==> config.mk <==
export PLATFORM = sky130hd
export DESIGN_NAME = factor_sequencer
export DESIGN_NICKNAME = d
export VERILOG_FILES = /design/src/rtl/factor_sequencer.sv
export SDC_FILE = /design/constraint.sdc
export NUM_CORES = 1
export LEC_CHECK = 0
export CAP_MARGIN = 20
export CORE_AREA = 2 2 73 144
export DETAILED_ROUTE_END_ITERATION = 10
export DIE_AREA = 0 0 75 146
export HOLD_SLACK_MARGIN = 0.08
export PLACE_DENSITY = 0.62
export SYNTH_ARGS = -nofsm -noshare
export SYNTH_HDL_FRONTEND = slang
export SYNTH_SLANG_ARGS = --single-unit
==> constraint.sdc <==
create_clock -name clk -period 4.5 [get_ports clk]
set_input_delay 1.125 -clock clk [delete_from_list [all_inputs] [get_ports clk]]
set_output_delay 1.125 -clock clk [all_outputs]
set_load 0.02 [all_outputs]
==> src/rtl/factor_sequencer.sv <==
// Iterative prime factorisation of a 7-bit number: one value in over valid/ready,
// its prime factors out in ascending order over valid/ready, last beat flagged.

// Combinational divisibility flags: factors[k] is set when number is divisible by k+2.
module factorizer (
   input  logic [6:0] number,
   output logic [5:0] factors
);

   always_comb begin
      factors = '0;
      for (int k = 0; k < 6; k++) begin
         factors[k] = ((number % 7'(k + 2)) == 7'd0);
      end
   end

endmodule

module factor_sequencer (
   input  logic       clk,
   input  logic       rst_n,
   input  logic       in_valid,
   output logic       in_ready,
   input  logic [6:0] in_number,
   output logic       out_valid,
   input  logic       out_ready,
   output logic [6:0] out_factor,
   output logic [2:0] out_index,
   output logic       out_last,
   output logic       busy
);

   typedef enum logic [1:0] {
      IDLE,
      CHECK,
      EMIT
   } state_t;

   state_t state;
   state_t next_state;

   logic [6:0] val;
   logic [5:0] factors;
   logic [6:0] div_p;
   logic [6:0] div_q;
   logic       accept;
   logic       beat_done;
   logic       unused_composite;

   factorizer u_factorizer (
      .number  (val),
      .factors (factors)
   );

   // Divisibility by 4 and 6 is already covered by the flags for 2 and 3.
   assign unused_composite = factors[2] ^ factors[4];

   assign accept    = in_valid && (state == IDLE);
   assign beat_done = (state == EMIT) && out_ready;

   // Smallest prime divisor of val and the exact quotient; 0 and 1 pass through.
   // After 2..7 are ruled out, the only composite left below 128 is 121.
   always_comb begin
      div_p = val;
      div_q = 7'd1;
      if (val > 7'd1) begin
         if (factors[0]) begin
            div_p = 7'd2;
            div_q = val >> 1;
         end else if (factors[1]) begin
            div_p = 7'd3;
            div_q = val / 7'd3;
         end else if (factors[3]) begin
            div_p = 7'd5;
            div_q = val / 7'd5;
         end else if (factors[5]) begin
            div_p = 7'd7;
            div_q = val / 7'd7;
         end else if ((val % 7'd11) == 7'd0) begin
            div_p = 7'd11;
            div_q = val / 7'd11;
         end else begin
            div_p = val;
            div_q = 7'd1;
         end
      end
   end

   // State register; reset abandons any stream in flight.
   always_ff @(posedge clk or negedge rst_n) begin
      if (!rst_n) begin
         state <= IDLE;
      end else begin
         state <= next_state;
      end
   end

   // Next-state logic: one CHECK cycle per factor, then hold in EMIT until taken.
   always_comb begin
      next_state = state;
      case (state)
         IDLE:    if (accept) next_state = CHECK;
         CHECK:   next_state = EMIT;
         EMIT:    if (beat_done) next_state = out_last ? IDLE : CHECK;
         default: next_state = IDLE;
      endcase
   end

   // Working value and beat registers; all hold while EMIT is back-pressured.
   always_ff @(posedge clk or negedge rst_n) begin
      if (!rst_n) begin
         val        <= 7'd0;
         out_factor <= 7'd0;
         out_index  <= 3'd0;
         out_last   <= 1'b0;
      end else begin
         case (state)
            IDLE: begin
               if (accept) begin
                  val       <= in_number;
                  out_index <= 3'd0;
                  out_last  <= 1'b0;
               end
            end
            CHECK: begin
               out_factor <= div_p;
               val        <= div_q;
               out_last   <= (div_q == 7'd1);
            end
            EMIT: begin
               if (beat_done && !out_last) begin
                  out_index <= out_index + 3'd1;
               end
            end
            default: begin
               val <= val;
            end
         endcase
      end
   end

   // Handshake outputs decode straight from state, so no input-to-output paths exist.
   always_comb begin
      in_ready  = (state == IDLE);
      out_valid = (state == EMIT);
      busy      = (state != IDLE);
   end

endmodule

# Yosys cells after proc, flatten, opt, wreduce, memory -nomap -nowiden
# Index checks and enable logic that the tools add are counted.
# op_classes
n_mul,0
shift,0
n_eq_ne,6
n_mux,23
reduce_logical,16
n_bitwise,0
div,8
add_sub_neg,1
n_lt_le_gt_ge,1
# ops
op,n
$mux 7,13
$logic_not 7->1,5
$div 7x3->7 const B,2
$mod 7x3->7 const B,2
$pmux 7 s2,1
$div 7x2->7 const B,1
$div 7x4->7 const B,1
$eq 7x1->1 const B,1
$gt 7x1->1 const B,1
$mod 7x2->7 const B,1
$mod 7x4->7 const B,1
$mux 3,2
$ne 2x1->1 const B,3
$pmux 2 s3,1
$pmux 3 s2,1
$reduce_bool 2->1,3
$mux 2,2
$reduce_and 2->1,2
$add 3x1->3 const B,1
$logic_and 1x1->1,3
$reduce_and 3->1,1
$eq 2x1->1 const B,1
$eq 2x2->1 const B,1
$logic_not 2->1,1
other kinds (3),4
# totals
register_bits,20
input_bits,11
ramBits,0
output_inout_bits,14
mem_count,0
elab_cells,60
latch_bits,0
mem_bits_ro,0

# Logic depth before layout (Yosys ltp)
# logic_depth
depth_word,10
ltp_mapped,21
mapped_depth_nobuf,17

# Modules after synthesis
# From an unflattened synthesis, not the netlist that was laid out.
# hier_totals
hier_cells,690
area_unflattened_um2,4714.5
# by_module_without_submodules
module,instances,area_per_inst_um2,seq_area_each_um2,cells_each
factor_sequencer,1,3368.2,500.5,483
factorizer,1,1346.3,0.0,207

# Worst setup path before layout
# Ideal clock, no wire load.
# synth_timing
path_kind,reg2reg
from,register val[4]
to,register out_last
setup_time_ps,92
required_ps,4408
path_stages_with_launch,18
path_buffers,7
period_less_slack_ps,4278
slack_ps,222
arrival_ps,4186
cell_sequence,dfrtp_1 buf_6 buf_8 clkbuf_1 buf_2 buf_1 clkbuf_1 o21ai_0 ha_1 o221ai_2 nand2_1 nor4_2 o21ai_2 or2_0 buf_1 a311o_1 a221o_1 o31ai_2
# synth_via
elab_chain_cells,10
word_cells_on_any_way,21
classes_between,8 x div; 1 x order compare; 1 x eq/ne; 7 x mux; 4 x reduce/logical
# synth_lines
element,line_no,source
"start, declared",42,logic [6:0] val;
"start signal, assigned",120,val <= in_number;
"start signal, assigned",127,val <= div_q;
"start signal, assigned",136,val <= val;
$mod 7x4->7,79,end else if ((val % 7'd11) == 7'd0) begin
$logic_not 7->1,79,
$mux 7,79,
$mux 7,76,end else if (factors[5]) begin
$mux 7,73,end else if (factors[3]) begin
$mux 7,70,end else if (factors[1]) begin
$mux 7,67,if (factors[0]) begin
$mux 7 *,66,if (val > 7'd1) begin
$eq 7x1->1 *,128,out_last <= (div_q == 7'd1);
$pmux 1 s2 *,117,case (state)
"end signal, assigned",128,
"end, declared",29,"output logic out_last,"
# Mark *: on every way between the ends. The rest lies on a longest branch, timed or not.
# A chain may end at the register's enable or synchronous reset.

# Final worst setup path
# layout_timing
from,register val[3]
to,register out_last
# The elaborated chain is that of the path after synthesis.

==> flow_metrics.env <==
export IMPL_num_nets_final=560
export IMPL_antenna_found_initial=0
export IMPL_hold_path_class="flop to flop"
export IMPL_final_common_cell="buf_4"
export IMPL_syn_avg_cell_area_um2=7.45
export IMPL_critPathKind="flop to flop"
export IMPL_drc=0
export IMPL_grt_pass1_vias=4381
export IMPL_start_util_pct=39.3
export IMPL_postCtsSetupRepairBufs=0
export IMPL_relSlewSlack_pct=40.0
export IMPL_wl_um=15300
export IMPL_die_height_um=146
export IMPL_grt_pass1_wl_um=24100
export IMPL_gr_total_overflow=0
export IMPL_ys_seq_area_share_pct=13.1
export IMPL_fp_coreArea_um2=9760
export IMPL_drt_wirelength_per_cell_um=22.9
export IMPL_critPathRequiredTime_ps=4670
export IMPL_io_pins=25
export IMPL_final_core_util_pct=44.9
export IMPL_grt_usage_pct=29.1
export IMPL_cts_max_level=1
export IMPL_diodes=0
export IMPL_num_rows=51
export IMPL_root_buffer="clkbuf_16"
export IMPL_first_iter_violations=335
export IMPL_syn_inst=515
export IMPL_syn_num_nets=536
export IMPL_synth_ff_type="dfrtp_1"
export IMPL_area_growth_pct=14.2
export IMPL_fin_crit_ps=4220
export IMPL_end_kind="flop"
export IMPL_fin_tns_setup_ps=0
export IMPL_gp_congestion=1.02
export IMPL_drive_above_1_share_pct=16.0
export IMPL_cts_tree="built"
export IMPL_ys_ff_latch=20
export IMPL_cts_made_buffers=3
export IMPL_post_place_ws_ps=147
export IMPL_dp_hpwl_um=12100
export IMPL_cp_arrival_ps=4390
export IMPL_layout_common_cells="buf_4, o21ai_0, nand2_1"
export IMPL_crit_path_max_fanout=26
export IMPL_numPortBuffers=24
export IMPL_finClkSkew_ps=4.73
export IMPL_drv_slew=0
export IMPL_clkTransAtPathRegs_ps=60
export IMPL_timing_final_crit_share_pct=93.8
export IMPL_fp_dieW_um=75
export IMPL_cts_sinks=20
export IMPL_grt_max_degree=28
export IMPL_num_vias=4384
export IMPL_synth_edff_count=0
export IMPL_avgViaCountPerCell=6.54
export IMPL_drv_cap=0
export IMPL_firstDrtPassIters=6
export IMPL_worst_slack_ps=277
export IMPL_synth_warnings=0
export IMPL_clock_latency_ps=260
export IMPL_ant_nets=0
export IMPL_synth_cell_type_count=96
export IMPL_outcome="complete, no violations"
export IMPL_postSynth_asyncResetShare_pct=100
export IMPL_rsz0062_at_grt="no"
export IMPL_clk_path_buf_depth=2
export IMPL_hold_violations=0
export IMPL_tightest_slew_ps=897
export IMPL_syn_cell_area_um2=3830
export IMPL_dieArea_um2=11000
export IMPL_clock_fmax_mhz=237
export IMPL_startpoint_type="flop"
export IMPL_final_setup_viol_count=0
==> metal layers <==
layer | GRT usage [%] | up-vias | wire [um]
met5 | 0 | - | 0
met3 | 1.94 | 60 | 762
met4 | 21.7 | 0 | 1280
li1 | - | 2027 | -
met2 | 50.1 | 211 | 8110
met1 | 31.3 | 2086 | 5160
==> Yosys cell counts (8+ instances only) <==
| cell type | instances | area (um2) |
|---|---|---|
| a211oi_1 | 9 | 67.6 |
| a21oi_1 | 29 | 145 |
| a22oi_1 | 8 | 60.1 |
| a31oi_1 | 8 | 50.1 |
| buf_2 | 17 | 85.1 |
| buf_6 | 8 | 90.1 |
| clkbuf_1 | 12 | 45.0 |
| dfrtp_1 | 20 | 500 |
| ha_1 | 10 | 125 |
| inv_1 | 15 | 56.3 |
| nand2_1 | 41 | 154 |
| nand2b_1 | 16 | 100 |
| nand3_1 | 15 | 75.1 |
| nor2_1 | 36 | 135 |
| nor2b_1 | 10 | 62.6 |
| nor3_1 | 9 | 45.0 |
| nor3b_1 | 9 | 67.6 |
| o21ai_0 | 42 | 210 |
| o22ai_1 | 13 | 81.3 |
| xnor2_1 | 11 | 96.3 |
==> through the flow <==
step | hold slack, ps | cells | cell area (um2)
3_3_place_gp | 462 | 666 | 4260
5_1_grt | 512 | 670 | 4380
6_report | 483 | 670 | 4380
4_1_cts | 487 | 670 | 4370
3_5_place_dp | 473 | 666 | 4260
2_1_floorplan | 532 | 515 | 3830
==> final timing paths <==
check	from	end	slack (ps)	cells past startpoint
worst max-delay path	val[3]	out_last	280	14
worst min-delay path	out_factor[2]	out_factor[2]	480	1
worst max register to register	val[3]	out_last	280	14
worst min register to register	out_factor[2]	out_factor[2]	480	1
max in group asynchronous	rst_n	val[6]	2510	1
min in group asynchronous	rst_n	out_factor[0]	1370	1
==> state kept, by name, indices dropped and copies added (netlist names) <==
name,cells
out_factor,7
val,7
out_index,3
state,2
out_last,1
==> critical path: stages, from the launching register on <==
cell and delay (ps):
dfrtp_1 620, buf_12 240, or4bb_1 530, o221ai_1 140, nand2_1 80, o21ai_0 80, ha_1 260, o221ai_2 290
nand2_1 130, nor4_2 350, o21ai_2 140, or2_0 260, a311o_1 350, a221o_1 390, o31ai_2 250
==> cells by family (layout without fill, tap and decap cells) <==
logic type,Yosys count,count (layout),share of synthesized area [%]
compound gates,211,211,41.0
flops,20,20,13.1
mux,5,5,1.37
fa+ha+maj,11,11,3.52
simple gates,183,183,26.5
buf+inv,67,90,10.3
xor+xnor,18,18,4.31
==> area by class of cell <==
class                   count  area, um2
clock buffers               3       75.1
fillers                  1000       5380
multi-input cells         428       2950
well taps                 132        165
clock inverters             1       30.0
repair buffers             68        583
inverters                  18       70.1
flip-flops and latches     20        505
==> repair_timing <==
item	in CTS	in global routing
gates resized for setup	0	3
hold buffers	0	0
setup endpoints to repair	0	5
Power is not shown: default switching activity piles up to over one toggle a cycle in this logic, so the estimate is an artifact.
